File: src/rtl/tdm_pkg.sv
// Shared constants and types for the ST-bus timeslot scheduler.
package tdm_pkg;
  localparam int FRAME_LEN     = 512;
  localparam int SLOTS         = 32;
  localparam int BITS_PER_SLOT = 8;

  localparam int CNT_W  = $clog2(FRAME_LEN);
  localparam int SLOT_W = $clog2(SLOTS);
  localparam int BIT_W  = $clog2(BITS_PER_SLOT);

  typedef enum logic [1:0] {HUNT, CONFIRM, LOCKED} sync_state_e;

  // Per-slot enable bits, cfg_data order {rx_n, tx_n, rx_t, tx_t}
  localparam int TX_T = 0;
  localparam int RX_T = 1;
  localparam int TX_N = 2;
  localparam int RX_N = 3;

  typedef logic [3:0] slot_en_t;
endpackage

File: src/rtl/tdm_frame_sync.sv
// F0 frame alignment: position counter, hunt/confirm/flywheel FSM, miss tracking.
module tdm_frame_sync
  import tdm_pkg::*;
#(
  parameter int CONFIRM_FRAMES = 2,
  parameter int MISS_LIMIT     = 3
) (
  input  logic             c4,
  input  logic             rst,
  input  logic             f0,
  output logic [CNT_W-1:0] cnt,
  output logic             locked,
  output logic             swap,
  output logic             sync_err
);
  localparam int CW = $clog2(CONFIRM_FRAMES + 1);
  localparam int MW = $clog2(MISS_LIMIT + 1);
  localparam logic [CNT_W-1:0] LAST = CNT_W'(FRAME_LEN - 1);

  sync_state_e   state;
  logic [CW-1:0] confirm_cnt;
  logic [MW-1:0] miss_cnt;
  logic          early_seen;
  logic          at_end, pulse, miss_evt;

  assign at_end = (cnt == LAST);
  assign pulse  = !f0;
  assign locked = (state == LOCKED);
  assign swap   = locked && at_end;
  // A frame costs at most one early strike plus one missing-F0 strike.
  assign miss_evt = locked && (at_end ? !pulse : (pulse && !early_seen));

  always_ff @(posedge c4) begin
    if (rst) begin
      state       <= HUNT;
      cnt         <= '0;
      confirm_cnt <= '0;
      miss_cnt    <= '0;
      early_seen  <= 1'b0;
      sync_err    <= 1'b0;
    end else begin
      sync_err <= 1'b0;
      cnt      <= at_end ? '0 : cnt + 1'b1;
      case (state)
        HUNT: begin
          if (pulse) begin
            cnt         <= '0;
            confirm_cnt <= '0;
            state       <= CONFIRM;
          end
        end
        CONFIRM: begin
          if (at_end) begin
            if (pulse) begin
              confirm_cnt <= confirm_cnt + 1'b1;
              if (confirm_cnt == CW'(CONFIRM_FRAMES - 1)) begin
                state      <= LOCKED;
                miss_cnt   <= '0;
                early_seen <= 1'b0;
              end
            end else begin
              state <= HUNT;
            end
          end else if (pulse) begin
            cnt         <= '0;
            confirm_cnt <= '0;
          end
        end
        LOCKED: begin
          // Flywheel: cnt is never realigned here.
          if (at_end)     early_seen <= 1'b0;
          else if (pulse) early_seen <= 1'b1;
          if (miss_evt) begin
            sync_err <= 1'b1;
            if (miss_cnt == MW'(MISS_LIMIT - 1)) begin
              state    <= HUNT;
              miss_cnt <= '0;
            end else begin
              miss_cnt <= miss_cnt + 1'b1;
            end
          end else if (at_end) begin
            miss_cnt <= '0;
          end
        end
        default: state <= HUNT;
      endcase
    end
  end
endmodule

File: src/rtl/tdm_slot_scheduler.sv
// Timeslot scheduler top: double-buffered slot map and registered per-bit clock enables.
module tdm_slot_scheduler
  import tdm_pkg::*;
#(
  parameter int CONFIRM_FRAMES = 2,
  parameter int MISS_LIMIT     = 3
) (
  input  logic              c4,
  input  logic              rst,
  input  logic              f0,
  input  logic              cfg_we,
  input  logic [SLOT_W-1:0] cfg_addr,
  input  logic [3:0]        cfg_data,
  output logic              clk_en_tx_t,
  output logic              clk_en_rx_t,
  output logic              clk_en_tx_n,
  output logic              clk_en_rx_n,
  output logic [SLOT_W-1:0] slot_num,
  output logic [BIT_W-1:0]  bit_num,
  output logic              frame_start,
  output logic              locked,
  output logic              sync_err
);
  logic [CNT_W-1:0]  cnt;
  logic              swap;
  slot_en_t          shadow [SLOTS];
  slot_en_t          active [SLOTS];
  logic [SLOT_W-1:0] slot;
  logic [BIT_W-1:0]  bitpos;
  logic              bit_tick;
  slot_en_t          cur;

  tdm_frame_sync #(
    .CONFIRM_FRAMES(CONFIRM_FRAMES),
    .MISS_LIMIT    (MISS_LIMIT)
  ) u_sync (
    .c4      (c4),
    .rst     (rst),
    .f0      (f0),
    .cnt     (cnt),
    .locked  (locked),
    .swap    (swap),
    .sync_err(sync_err)
  );

  assign slot     = cnt[CNT_W-1 -: SLOT_W];
  assign bitpos   = cnt[1 +: BIT_W];
  assign bit_tick = locked && !cnt[0];
  assign cur      = active[slot];

  always_ff @(posedge c4) begin
    if (rst) begin
      for (int i = 0; i < SLOTS; i++) begin
        shadow[i] <= '0;
        active[i] <= '0;
      end
      clk_en_tx_t <= 1'b0;
      clk_en_rx_t <= 1'b0;
      clk_en_tx_n <= 1'b0;
      clk_en_rx_n <= 1'b0;
      slot_num    <= '0;
      bit_num     <= '0;
      frame_start <= 1'b0;
    end else begin
      if (cfg_we) shadow[cfg_addr] <= cfg_data;
      // Shadow copies over at the last cycle of a locked frame, so a write in
      // that same cycle only reaches the following frame.
      if (swap || !locked) begin
        for (int i = 0; i < SLOTS; i++) active[i] <= shadow[i];
      end
      clk_en_tx_t <= bit_tick && cur[TX_T];
      clk_en_rx_t <= bit_tick && cur[RX_T];
      clk_en_tx_n <= bit_tick && cur[TX_N];
      clk_en_rx_n <= bit_tick && cur[RX_N];
      frame_start <= bit_tick && (cnt == '0);
      if (!locked) begin
        slot_num <= '0;
        bit_num  <= '0;
      end else if (bit_tick) begin
        slot_num <= slot;
        bit_num  <= bitpos;
      end
    end
  end
endmodule

File: config.mk
export PLATFORM = sky130hd
export DESIGN_NAME = tdm_slot_scheduler
export DESIGN_NICKNAME = d
export VERILOG_FILES = /design/src/rtl/tdm_pkg.sv /design/src/rtl/tdm_frame_sync.sv /design/src/rtl/tdm_slot_scheduler.sv
export SDC_FILE = /design/constraint.sdc
export NUM_CORES = 1
export LEC_CHECK = 0
export ABC_AREA = 1
export CAP_MARGIN = 20
export CORE_MARGIN = 4
export CORE_UTILIZATION = 55
export DETAILED_ROUTE_END_ITERATION = 10
export GPL_TIMING_DRIVEN = 0
export PLACE_DENSITY = 0.83
export SLEW_MARGIN = 15
export SYNTH_ARGS = -nofsm -noshare
export SYNTH_HDL_FRONTEND = slang
export SYNTH_SLANG_ARGS = --single-unit
File: constraint.sdc
create_clock -name c4 -period 13.5 [get_ports c4]
set_input_delay 2.7 -clock c4 [delete_from_list [all_inputs] [get_ports c4]]
set_output_delay 2.7 -clock c4 [all_outputs]
set_load 0.005 [all_outputs]
# Word-level counts from Yosys, hierarchy flattened
# Memories as Yosys holds them, arrays and structs flattened. A register that Yosys moved wholly into a read port is not among the register bits.
# Cells that the tools add are included.
[totals]
ff_bits = 30
mem_bits_rw = 256
input_bits = 13
output_inout_bits = 15
elab_cells = 164
n_memories = 2
[classes]
add_sub_neg = 3
n_eq_ne = 15
muxes = 74
n_bitwise = 33
n_reduce_logical = 24
[mem_list]
columns = ["name", "words", "width", "read_ports", "rd_ports_with_merged_regs", "wr", "line_no", "rtl"]
rows = [
  ["active", 32, 4, 1, 1, 32, "tdm_slot_scheduler.sv:27", "slot_en_t active [SLOTS];"],
  ["shadow", 32, 4, 32, 0, 32, "tdm_slot_scheduler.sv:26", "slot_en_t shadow [SLOTS];"],
]
[ops]
columns = ["operator", "n"]
rows = [
  ["2-to-1 mux 4 bit", 33],
  ["OR 1 bit", 32],
  ["2-to-1 mux 2 bit", 15],
  ["2-to-1 mux 9 bit", 3],
  ["case mux 9 bit (2 select lines)", 1],
  ["2-to-1 mux 1 bit", 16],
  ["AND reduction 5 bit", 3],
  ["2-to-1 mux 5 bit", 2],
  ["adder 9 x 1 -> 9 bit, second input constant", 1],
  ["equality test 9 bit, second input constant", 1],
  ["logical AND 1 bit", 9],
  ["zero test 9 bit", 1],
  ["!= test 2 x 1 -> 1 bit, second input constant", 4],
  ["case mux 2 bit (2 select lines)", 2],
  ["!= test 3 x 2 -> 1 bit, second input constant", 2],
  ["case mux 2 bit (3 select lines)", 1],
  ["adder 2 x 1 -> 2 bit, second input constant", 2],
  ["equality test 2 x 1 -> 1 bit, second input constant", 2],
  ["equality test 2 bit, second input constant", 2],
  ["zero test 1 bit", 4],
  ["!= test 2 bit, second input constant", 2],
  ["nonzero test 2 bit", 2],
  ["OR reduction 4 bit", 1],
  ["!= test 3 x 1 -> 1 bit, second input constant", 1],
  ["7 further kinds", 7],
]

# Logic depth before layout (Yosys ltp)
# Gate-level depths: netlist (run 1).
[depth]
word_depth = 7
mapped_depth = 11
depth_no_buf = 10

# Cells and area by module
# From an unflattened synthesis (run 1), not the netlist that was laid out.
[unflattened]
hier_cells = 1282
area_unflattened_um2 = 12384.4
[by_module_without_submodules]
columns = ["mod", "n_inst", "cells_per_inst", "area_each_um2", "seq_area_each_um2"]
rows = [
  ["tdm_slot_scheduler", 1, 1175, 11552.3, 7947.6],
  ["tdm_frame_sync", 1, 107, 832.0, 340.3],
]

# Worst setup path before layout (run 1)
# No wires, ideal clock.
[synth_timing]
kind = "input to register"
from = "input port rst"
to = "memory active[0][0] in the netlist's numbering, enable pin"
setup_ps = 1118
arrival_time_ps = 5146
required_time_ps = 12382
setup_slack_ps = 7237
stages = 3
n_path_buf = 1
cell_sequence = "clkbuf_1 > nor2_1 > nand2_1"
[synth_lines]
columns = ["item", "line_no", "rtl"]
rows = [
  ["from (decl)", "tdm_slot_scheduler.sv:9", "input logic rst,"],
  ["to (decl)", "tdm_slot_scheduler.sv:27", ""],
]

# Final worst setup path (run 1)
[layout_timing]
from = "register u_sync.state[1]"
to = "output port locked"
[layout_between]
elab_chain_cells = 1
[layout_lines]
columns = ["item", "line_no", "rtl"]
rows = [
  ["from (decl)", "tdm_frame_sync.sv:20", "sync_state_e state;"],
  ["from (signal assigned)", "tdm_frame_sync.sv:35", "state <= HUNT;"],
  ["from (signal assigned)", "tdm_frame_sync.sv:49", "state <= CONFIRM;"],
  ["from (signal assigned)", "tdm_frame_sync.sv:57", "state <= LOCKED;"],
  ["equality test 2 bit", "tdm_frame_sync.sv:28", "assign locked = (state == LOCKED);"],
  ["to (decl)", "tdm_slot_scheduler.sv:21", "output logic locked,"],
]
# Every way passes these cells.

==> results of run 1 <==
logic make-up after synthesis:
logic type | synth area share
AO/OA/AOI/OAI | 0.0134
XOR/XNOR | 0.000708
adder cells (fa/ha/maj) | 0.00303
buffers and inverters | 0.0739
flip-flops | 0.670
AND/OR/NAND/NOR | 0.239
synthesized netlist by cell type:
library cell / number / area, sq um
dfxtp_1: 30 / 601
nand4_1: 2 / 12.5
xor2_1: 1 / 8.76
nor2_1: 318 / 1190
nand3_1: 72 / 360
ha_1: 3 / 37.5
inv_1: 173 / 649
nor2_2: 3 / 18.8
inv_2: 4 / 15.0
edfxtp_1: 256 / 7690
buf_1: 10 / 37.5
nor3_4: 4 / 65.1
nand3_4: 1 / 17.5
buf_2: 17 / 85.1
nand3b_1: 3 / 22.5
nor2_4: 1 / 11.3
o31ai_1: 1 / 7.51
a31oi_1: 1 / 6.26
nor3_1: 10 / 50.1
clkbuf_1: 32 / 120
clkinv_1: 2 / 7.51
o21ai_2: 1 / 8.76
o21ai_0: 12 / 60.1
nor4_1: 1 / 6.26
nor3b_1: 1 / 7.51
a21oi_2: 1 / 8.76
or2_2: 4 / 25.0
o21a_1: 2 / 15.0
nand2_1: 312 / 1170
a21oi_1: 12 / 60.1
state kept, by name, indices dropped and copies added, names as in the netlist, 2 cells and up:
| name | flops |
|---|---|
| active | 128 |
| bit_num | 3 |
| shadow | 128 |
| slot_num | 5 |
| u_sync.cnt | 9 |
| u_sync.confirm_cnt | 2 |
| u_sync.miss_cnt | 2 |
| u_sync.state | 2 |
worst register-to-register path, cell delays in order (launching register included):
cell and delay [ns]:
dfxtp_1 0.39, ha_1 0.19, nand2_1 0.09, nor2_2 0.21
nand3_4 0.19, nand2_4 0.33, buf_16 0.30, buf_16 0.29
area by class of cell:
| type | count | area, sq um | share of cell area |
|---|---|---|---|
| Buffer | 59 | 243 | 0.0174 |
| Clock buffer | 34 | 744 | 0.0534 |
| Clock inverter | 18 | 144 | 0.0103 |
| Inverter | 179 | 672 | 0.0482 |
| Multi-Input combinational cell | 766 | 3180 | 0.228 |
| Sequential cell | 286 | 8290 | 0.595 |
| Tap cell | 280 | 350 | 0.0252 |
| Timing Repair Buffer | 27 | 305 | 0.0219 |
power breakdown:
part           leakage, nW  total, mW  switching (mW)  internal [mW]
registers             2.93       1.15          0.0403           1.11
clock network        0.425      0.755           0.325          0.430
logic                 2.63      0.284           0.199         0.0847
total                 5.98       2.19           0.564           1.63
layer usage:
layer	up-vias	global-route usage	wire length (um)
li1	4188	-	-
met1	4070	0.298	10600
met2	519	0.390	13700
met3	80	0.0429	3060
met4	0	0.0894	883
met5	-	0	0
how the worst max path moves through the flow:
stage / end / slack (ns) / cells past startpoint / from
floorplan: active[0][0] / 7.24 / 3 / rst
global placement: active[10][2] / 6.02 / 3 / rst
detailed placement: shadow[5][1] / 8.57 / 5 / cfg_addr[0]
CTS: locked / 8.69 / 4 / u_sync.state[1]
global route: locked / 8.57 / 4 / u_sync.state[1]
finish: locked / 8.67 / 4 / u_sync.state[1]
placed cells by master (no fill, tap or decap), types with 2 or more instances in the layout:
master,instances
nor2_1,318
nand2_1,311
edfxtp_1,256
inv_1,173
nand3_1,72
clkbuf_1,37
dfxtp_1,30
clkbuf_16,29
clkdlybuf4s50_1,25
buf_2,17
a21oi_1,12
o21ai_0,12
nor3_1,10
buf_1,10
clkinv_1,8
clkinv_2,5
inv_2,4
nor3_4,4
or2_2,4
nor2_2,3
nand3b_1,3
ha_1,3
clkinvlp_4,3
o21a_1,2
nand4_1,2
bufinv_16,2
buf_16,2
stage by stage:
step | area (sq um) | worst slack [ns]
after floorplan | 12400 | 7.24
after global placement | 13000 | 6.02
after detailed placement | 13000 | 8.57
after CTS | 13900 | 8.69
after global routing | 13900 | 8.57
final | 13900 | 8.67
==> impl_metrics.csv, run 1 <==
group,metric,value,unit
run_status,outcome,"finished, final reports clean",
global_routing,grtUsageTotal,0.230,
clock_tree,clock_path_buffers,3,
clock_tree,cts-resized-gates,0,
logic_synthesis,yosysWarnings,0,
global_routing,grt-ovfl-total,0,
min_path,hold_depth,2,
floorplanning,initial_core_util,0.564,
min_path,hold_start,"bit_num[2]",
clock_tree,clock_latency,0.55,ns
place,portBuffers,25,
cells_and_area,nNetsFinal,1363,
critical_path,crit_type,"reg -> out",
drt,drc,0,
critical_path,required,10.80,ns
cells_and_area,drive_above_1_share,0.0584,
min_path,hp-class,"reg -> reg",
power,p_per_area,157,nW/um^2
clock_tree,cts_sinks,286,
cells_and_area,final_cell_count_no_fill,1649,
critical_path,worstReg2RegEnd,"active[15][1]",
critical_path,crit_fanout,10,
logic_synthesis,synth_nets,1306,
drt,route.vias.total,8857,
clock_tree,cts_hold_buf,0,
sta,holdWs,0.459,ns
critical_path,cpPeakStageDelay,0.59,ns
place,hpwl,19000,um
clock_tree,cts-buffers-inserted,28,
cells_and_area,diodes,0,
global_routing,grt_max_degree,54,
power,design_power_total,2.19,mW
sta,fin_crit_sh,0.358,
cells_and_area,postLayoutCoreUtil,0.634,
power,p_leak,5.98,nW
clock_tree,post_cts_buffers,0,
sta,slew_headroom,0.383,
critical_path,worst-path-buf-inv,3,
sta,finalHoldViolCount,0,
global_routing,grt_pass1_vias,8660,
logic_synthesis,syn_inst,1290,
sta,min_period,4.83,ns
global_routing,antenna_found_initial,0,
critical_path,critPathTopFamily,"buffers and inverters",
critical_path,r2r_start,"u_sync.cnt[0]",
cells_and_area,area_growth,12.5,%
drt,ant_nets,0,
floorplanning,placementRows,54,
place,dp_cells,1597,
sta,max_freq,207,MHz
logic_synthesis,ys_seq_area_frac,0.670,
drt,drt_first_pass_iters,6,
floorplanning,die_w,158,um
sta,grt_setup_unrepaired,"false",
critical_path,arrival,2.13,ns
min_path,holdPathEnd,"bit_num[2]",
floorplanning,core-area,22000,sq um
clock_tree,h-tree-depth,1,
drt,first_iter_violations,1115,
drt,post_drt_wl_per_cell,17.1,um
place,gp_congestion,0.880,
critical_path,regToRegSetupSlack,11.14,ns
critical_path,crit_chain,"inv_1, nor2_4, buf_1, clkdlybuf4s50_1",
power,peakVddDrop,0.0964,mV
logic_synthesis,ys_ff_latch,286,
floorplanning,ioPinCount,28,
sta,tns,0,ns
logic_synthesis,mappedNetlistArea,12400,sq um
floorplanning,die_y,158,um
sta,slew_viol_final,0,
drt,wirelength,28200,um
clock_tree,ctsRootBufferMaster,"clkbuf_16",
critical_path,crit_path_start_kind,"flop",
global_routing,grt_pass1_wl,44100,um
drt,vias_per_cell,5.37,
logic_synthesis,yosys.cell_types.count,30,
floorplanning,die_area,25000,sq um
run,drv_cap,0,
critical_path,crit_path_end_kind,"output port",
clock_tree,clkTransAtPathRegs,0.06,ns
critical_path,crit_slowest_cell,"clkdlybuf4s50_1",
sta,worst_slew_pin_slew,0.919,ns
clock_tree,cts_tree,"done",
critical_path,r2r_cells,7,
cells_and_area,nFillCells,1619,
sta,setup_viol,0,
logic_synthesis,avgSynthCellArea,9.59,sq um
sta,skew,0.0174,ns
Note: power is estimated with default switching activity, not from simulation.
==> run 2, diff against run 1 <==
- clock period: 13.5 -> 4.6 ns (I/O delays scaled with it)
==> run 2 against run 1 <==
  * Total power rose to 2.9 times the previous value
  * Die area stayed put
  * Via count up 0.46%
  * Worst setup slack got worse by 7.1 ns
  * Routed wire length grew 0.15%
  * Non-clock buffer count is the same
  * Highest routed layer unchanged
==> impl_metrics.csv, run 2 (synthesis results as in run 1) <==
group,metric,value,unit
global_routing,grt_pass1_wl,44100,um
min_path,hp-class,"reg -> reg",
floorplanning,core-area,22000,sq um
floorplanning,die_y,158,um
run,drv_cap,0,
critical_path,crit_end,"locked",
clock_tree,cts_hold_buf,0,
sta,holdWs,0.459,ns
critical_path,worstReg2RegEnd,"active[15][1]",
sta,grt_setup_unrepaired,"false",
power,p_leak,5.98,nW
cells_and_area,nNetsFinal,1363,
floorplanning,die_w,158,um
cells_and_area,final_common_cell,"nor2_1",
sta,slew_headroom,0.375,
clock_tree,ctsRootBufferMaster,"clkbuf_16",
clock_tree,cts_tree,"done",
drt,first_iter_violations,1030,
floorplanning,initial_core_util,0.564,
cells_and_area,drive_above_1_share,0.0584,
clock_tree,cts-buffers-inserted,28,
floorplanning,placementRows,54,
critical_path,crit_slowest_cell,"clkdlybuf4s50_1",
place,portBuffers,25,
critical_path,required,3.68,ns
sta,setup_viol,0,
cells_and_area,diodes,0,
clock_tree,post_cts_buffers,0,
clock_tree,h-tree-depth,1,
critical_path,crit_fanout,10,
clock_tree,clock_latency,0.55,ns
clock_tree,cts-resized-gates,0,
min_path,hold_start,"bit_num[2]",
critical_path,arrival,2.13,ns
critical_path,crit_chain,"inv_1, nor2_4, buf_1, clkdlybuf4s50_1",
drt,vias_per_cell,5.40,
sta,min_period,3.05,ns
critical_path,crit_path_end_kind,"output port",
global_routing,grtUsageTotal,0.230,
place,hpwl,19000,um
critical_path,r2r_start,"u_sync.cnt[0]",
critical_path,regToRegSetupSlack,2.25,ns
clock_tree,clkTransAtPathRegs,0.06,ns
sta,finalHoldViolCount,0,
floorplanning,die_area,25000,sq um
critical_path,cpPeakStageDelay,0.59,ns
drt,drt_first_pass_iters,6,
clock_tree,cts_sinks,286,
sta,skew,0.0175,ns
drt,post_drt_wl_per_cell,17.1,um
place,gp_congestion,0.880,
drt,route.vias.total,8898,
sta,slew_viol_final,0,
sta,fin_crit_sh,0.664,
sta,tns,0,ns
global_routing,grt_pass1_vias,8660,
critical_path,crit_type,"reg -> out",
drt,wirelength,28200,um
power,p_per_area,462,nW/um^2
cells_and_area,postLayoutCoreUtil,0.634,
cells_and_area,area_growth,12.5,%
sta,postLayoutSetupSlackWorst,1.55,ns
cells_and_area,final_cell_mix,"nor2_1 (318), nand2_1 (311), edfxtp_1 (256)",
cells_and_area,reg_top3,"active (128), shadow (128), u_sync.cnt (9)",
floorplanning,ioPinCount,28,
power,peakVddDrop,0.285,mV
global_routing,grt-ovfl-total,0,
critical_path,cp-startpoint,"u_sync.state[1]",
drt,drc,0,
cells_and_area,final_cell_count_no_fill,1649,
place,dp_cells,1597,
global_routing,grt_max_degree,54,
clock_tree,clock_path_buffers,3,
critical_path,crit_path_start_kind,"flop",
drt,ant_nets,0,
run_status,outcome,"finished, final reports clean",
place,dpl_worst_slack,1.45,ns
sta,worst_slew_pin_slew,0.930,ns
critical_path,r2r_cells,7,
global_routing,antenna_found_initial,0,
sta,max_freq,327,MHz
==> run 2: cell counts in the layout (fill, tap and decap cells not counted) <==
No cell type changed its count.
==> run 2: worst min path at each step <==
| stage | slack (ns) | depth (start not counted) | endpoint |
|---|---|---|---|
| 6_report | 0.46 | 2 | bit_num[2] |
| 5_1_grt | 0.49 | 2 | slot_num[1] |
| 4_1_cts | 0.46 | 2 | bit_num[2] |
| 3_5_place_dp | 0.45 | 2 | bit_num[2] |
| 3_3_place_gp | 0.44 | 1 | u_sync.cnt[0] |
| 2_1_floorplan | 0.43 | 1 | u_sync.confirm_cnt[0] |
==> run 2: power by group <==
group	internal, mW	switching, mW
clock	1.26	0.955
sequential	3.27	0.119
combinational	0.249	0.582
==> run 2: final cells by class <==
type,count,area (sq um)
Buffer,59,243
Clock buffer,34,744
Clock inverter,18,144
Fill cell,1619,8030
Inverter,179,672
Multi-Input combinational cell,766,3180
Sequential cell,286,8290
Tap cell,280,350
Timing Repair Buffer,27,305
==> run 2: metal layers <==
layer  global-route usage  up-vias  share of wire
met3               0.0426       83           0.12
met2                0.390      542           0.48
met4               0.0890        0          0.033
li1                     -     4189              -
met5                    0        -              0
met1                0.298     4084           0.37
==> run 2: metrics by stage <==
step / power [mW] / instance area [sq um]
global route: 6.70 / 13900
floorplan: 4.00 / 12400
CTS: 6.44 / 13900
finish: 6.44 / 13900
detailed placement: 4.26 / 13000
global placement: 4.22 / 13000
==> run 2: critical path: cells and delay by family (launching register included) <==
family        cells  cell delay [ns]
flops             1             0.37
buf+inv           3             1.07
simple gates      1             0.16
==> run 3, diff against run 2 <==
- PLACE_DENSITY: 0.83 -> 0.86
- clock period: 4.6 -> 2.71 ns (I/O delays scaled with it)
==> run 3 against run 2 <==
  * Sequential share of layout area is 0.10 points higher
  * Clock power is 70% higher
  * Non-clock buffer count shrank 2
  * Clock skew fell by 0.00092 ns
  * Final cell count is 0.18% lower
  * Sequential power grew 70%
  * Via count increased by 0.42%
  * Global-route usage up 0.71 points
  * Utilization fell by 0.11 points
  * Final area fell by 0.17%
  * Clock-buffer cell count rose by 1
  * Highest routed layer unchanged
  * Flip-flop and latch count unchanged
==> impl_metrics.csv, run 3 (synthesis results as in run 1) <==
group,metric,value,unit
critical_path,crit_type,"in -> reg",
clock_tree,ctsRootBufferMaster,"clkbuf_16",
drt,drc,0,
power,peakVddDrop,0.388,mV
place,gp_congestion,0.876,
cells_and_area,reg_top3,"active (128), shadow (128), u_sync.cnt (9)",
drt,drt_first_pass_iters,5,
run,drv_cap,0,
drt,post_drt_wl_per_cell,17.5,um
floorplanning,die_y,158,um
power,p_leak,5.97,nW
drt,ant_nets,0,
drt,first_iter_violations,1227,
critical_path,r2r_start,"u_sync.state[1]",
place,dp_cells,1596,
cells_and_area,drive_above_1_share,0.0586,
clock_tree,cts-resized-gates,0,
critical_path,worstReg2RegEnd,"active[3][0]",
sta,worst_slew_pin_slew,1.01,ns
critical_path,required,2.94,ns
power,design_power_total,10.9,mW
drt,route.vias.total,8935,
global_routing,grt_max_degree,69,
sta,grt_setup_unrepaired,"false",
global_routing,grtUsageTotal,0.238,
sta,min_period,2.41,ns
clock_tree,clock_path_buffers,3,
global_routing,grt-ovfl-total,0,
cells_and_area,final_cell_count_no_fill,1646,
clock_tree,clock_latency,0.55,ns
sta,tns,0,ns
critical_path,cp-startpoint,"cfg_addr[4]",
cells_and_area,area_growth,12.3,%
place,placed_area,13000,sq um
drt,wirelength,28800,um
min_path,hold_start,"slot_num[4]",
run_status,outcome,"finished, final reports clean",
sta,setup_viol,0,
sta,slew_viol_final,0,
place,hpwl,19000,um
sta,skew,0.0166,ns
cells_and_area,diodes,0,
cells_and_area,nNetsFinal,1361,
place,dpl_worst_slack,-0.126,ns
floorplanning,die_area,25000,sq um
critical_path,r2r_cells,6,
critical_path,crit_fanout,5,
floorplanning,placementRows,54,
cells_and_area,postLayoutCoreUtil,0.633,
sta,postLayoutSetupSlackWorst,0.299,ns
critical_path,crit_end,"shadow[27][0]",
critical_path,crit_path_start_kind,"primary input",
floorplanning,die_w,158,um
floorplanning,ioPinCount,28,
clock_tree,cts_sinks,286,
floorplanning,core-area,22000,sq um
place,portBuffers,25,
global_routing,antenna_found_initial,0,
sta,fin_crit_sh,0.890,
cells_and_area,final_cell_mix,"nor2_1 (318), nand2_1 (311), edfxtp_1 (256)",
floorplanning,initial_core_util,0.564,
clock_tree,cts-buffers-inserted,28,
clock_tree,h-tree-depth,1,
power,p_per_area,786,nW/um^2
global_routing,grt_pass1_vias,8836,
clock_tree,clkTransAtPathRegs,0.06,ns
cells_and_area,stdcell_area,13900,sq um
critical_path,crit_path_end_kind,"flop",
min_path,hp-class,"reg -> reg",
sta,holdWs,0.465,ns
sta,slew_headroom,0.322,
global_routing,grt_pass1_wl,45900,um
sta,finalHoldViolCount,0,
critical_path,regToRegSetupSlack,0.32,ns
clock_tree,cts_tree,"done",
drt,vias_per_cell,5.43,
cells_and_area,final_common_cell,"nor2_1",
sta,max_freq,415,MHz
clock_tree,post_cts_buffers,0,
critical_path,arrival,2.64,ns
## run 3: cell count changes in the layout (fill, tap and decap cells not counted), sizes merged
cell	before	now
buf	29	27
clkinv	14	12
clkbuf	66	67
clkinvlp	4	3
inv	177	178
## run 3: per-layer routing
layer  track usage  vias up  wire, um
met1         0.303     4110     10600
met4        0.0971        0      1230
met3        0.0435       99      3110
met5             0        -         0
met2         0.404      542     13900
li1              -     4184         -
## run 3: report_power, final
| group | leakage (nW) | switching [mW] | internal (mW) | total [mW] |
|---|---|---|---|---|
| Combinational | 2.62 | 0.975 | 0.405 | 1.38 |
| Sequential | 2.93 | 0.213 | 5.56 | 5.77 |
| Clock | 0.430 | 1.63 | 2.15 | 3.78 |
| Total | 5.97 | 2.82 | 8.11 | 10.9 |
## run 3: what timing repair did
action / in CTS / in global routing
endpoints found under the setup margin: 0 / 1
hold buffers: 0 / 0
endpoints found under the hold margin: 0 / 0
## run 3: worst max-delay path, stage by stage
cell             delay (ns)
clkdlybuf4s50_1        0.56
inv_1                  0.11
nor3_1                 0.82
nand2_1                0.34
nand2_1                0.27
## run 3: worst min path at each step
| stage | endpoint | depth (start not counted) |
|---|---|---|
| floorplan | u_sync.confirm_cnt[0] | 1 |
| global placement | u_sync.confirm_cnt[0] | 1 |
| detailed placement | slot_num[1] | 2 |
| CTS | u_sync.early_seen | 4 |
| global route | bit_num[0] | 2 |
| finish | slot_num[4] | 2 |
## run 3: area by class of cell
cell class	instances	area, sq um
inverter	179	672
clock buffer	35	748
fill	1578	8050
tap	280	350
clock inverter	16	139
sequential	286	8290
timing repair buffer	26	278
buffer	58	239
multi-input combinational	766	3190
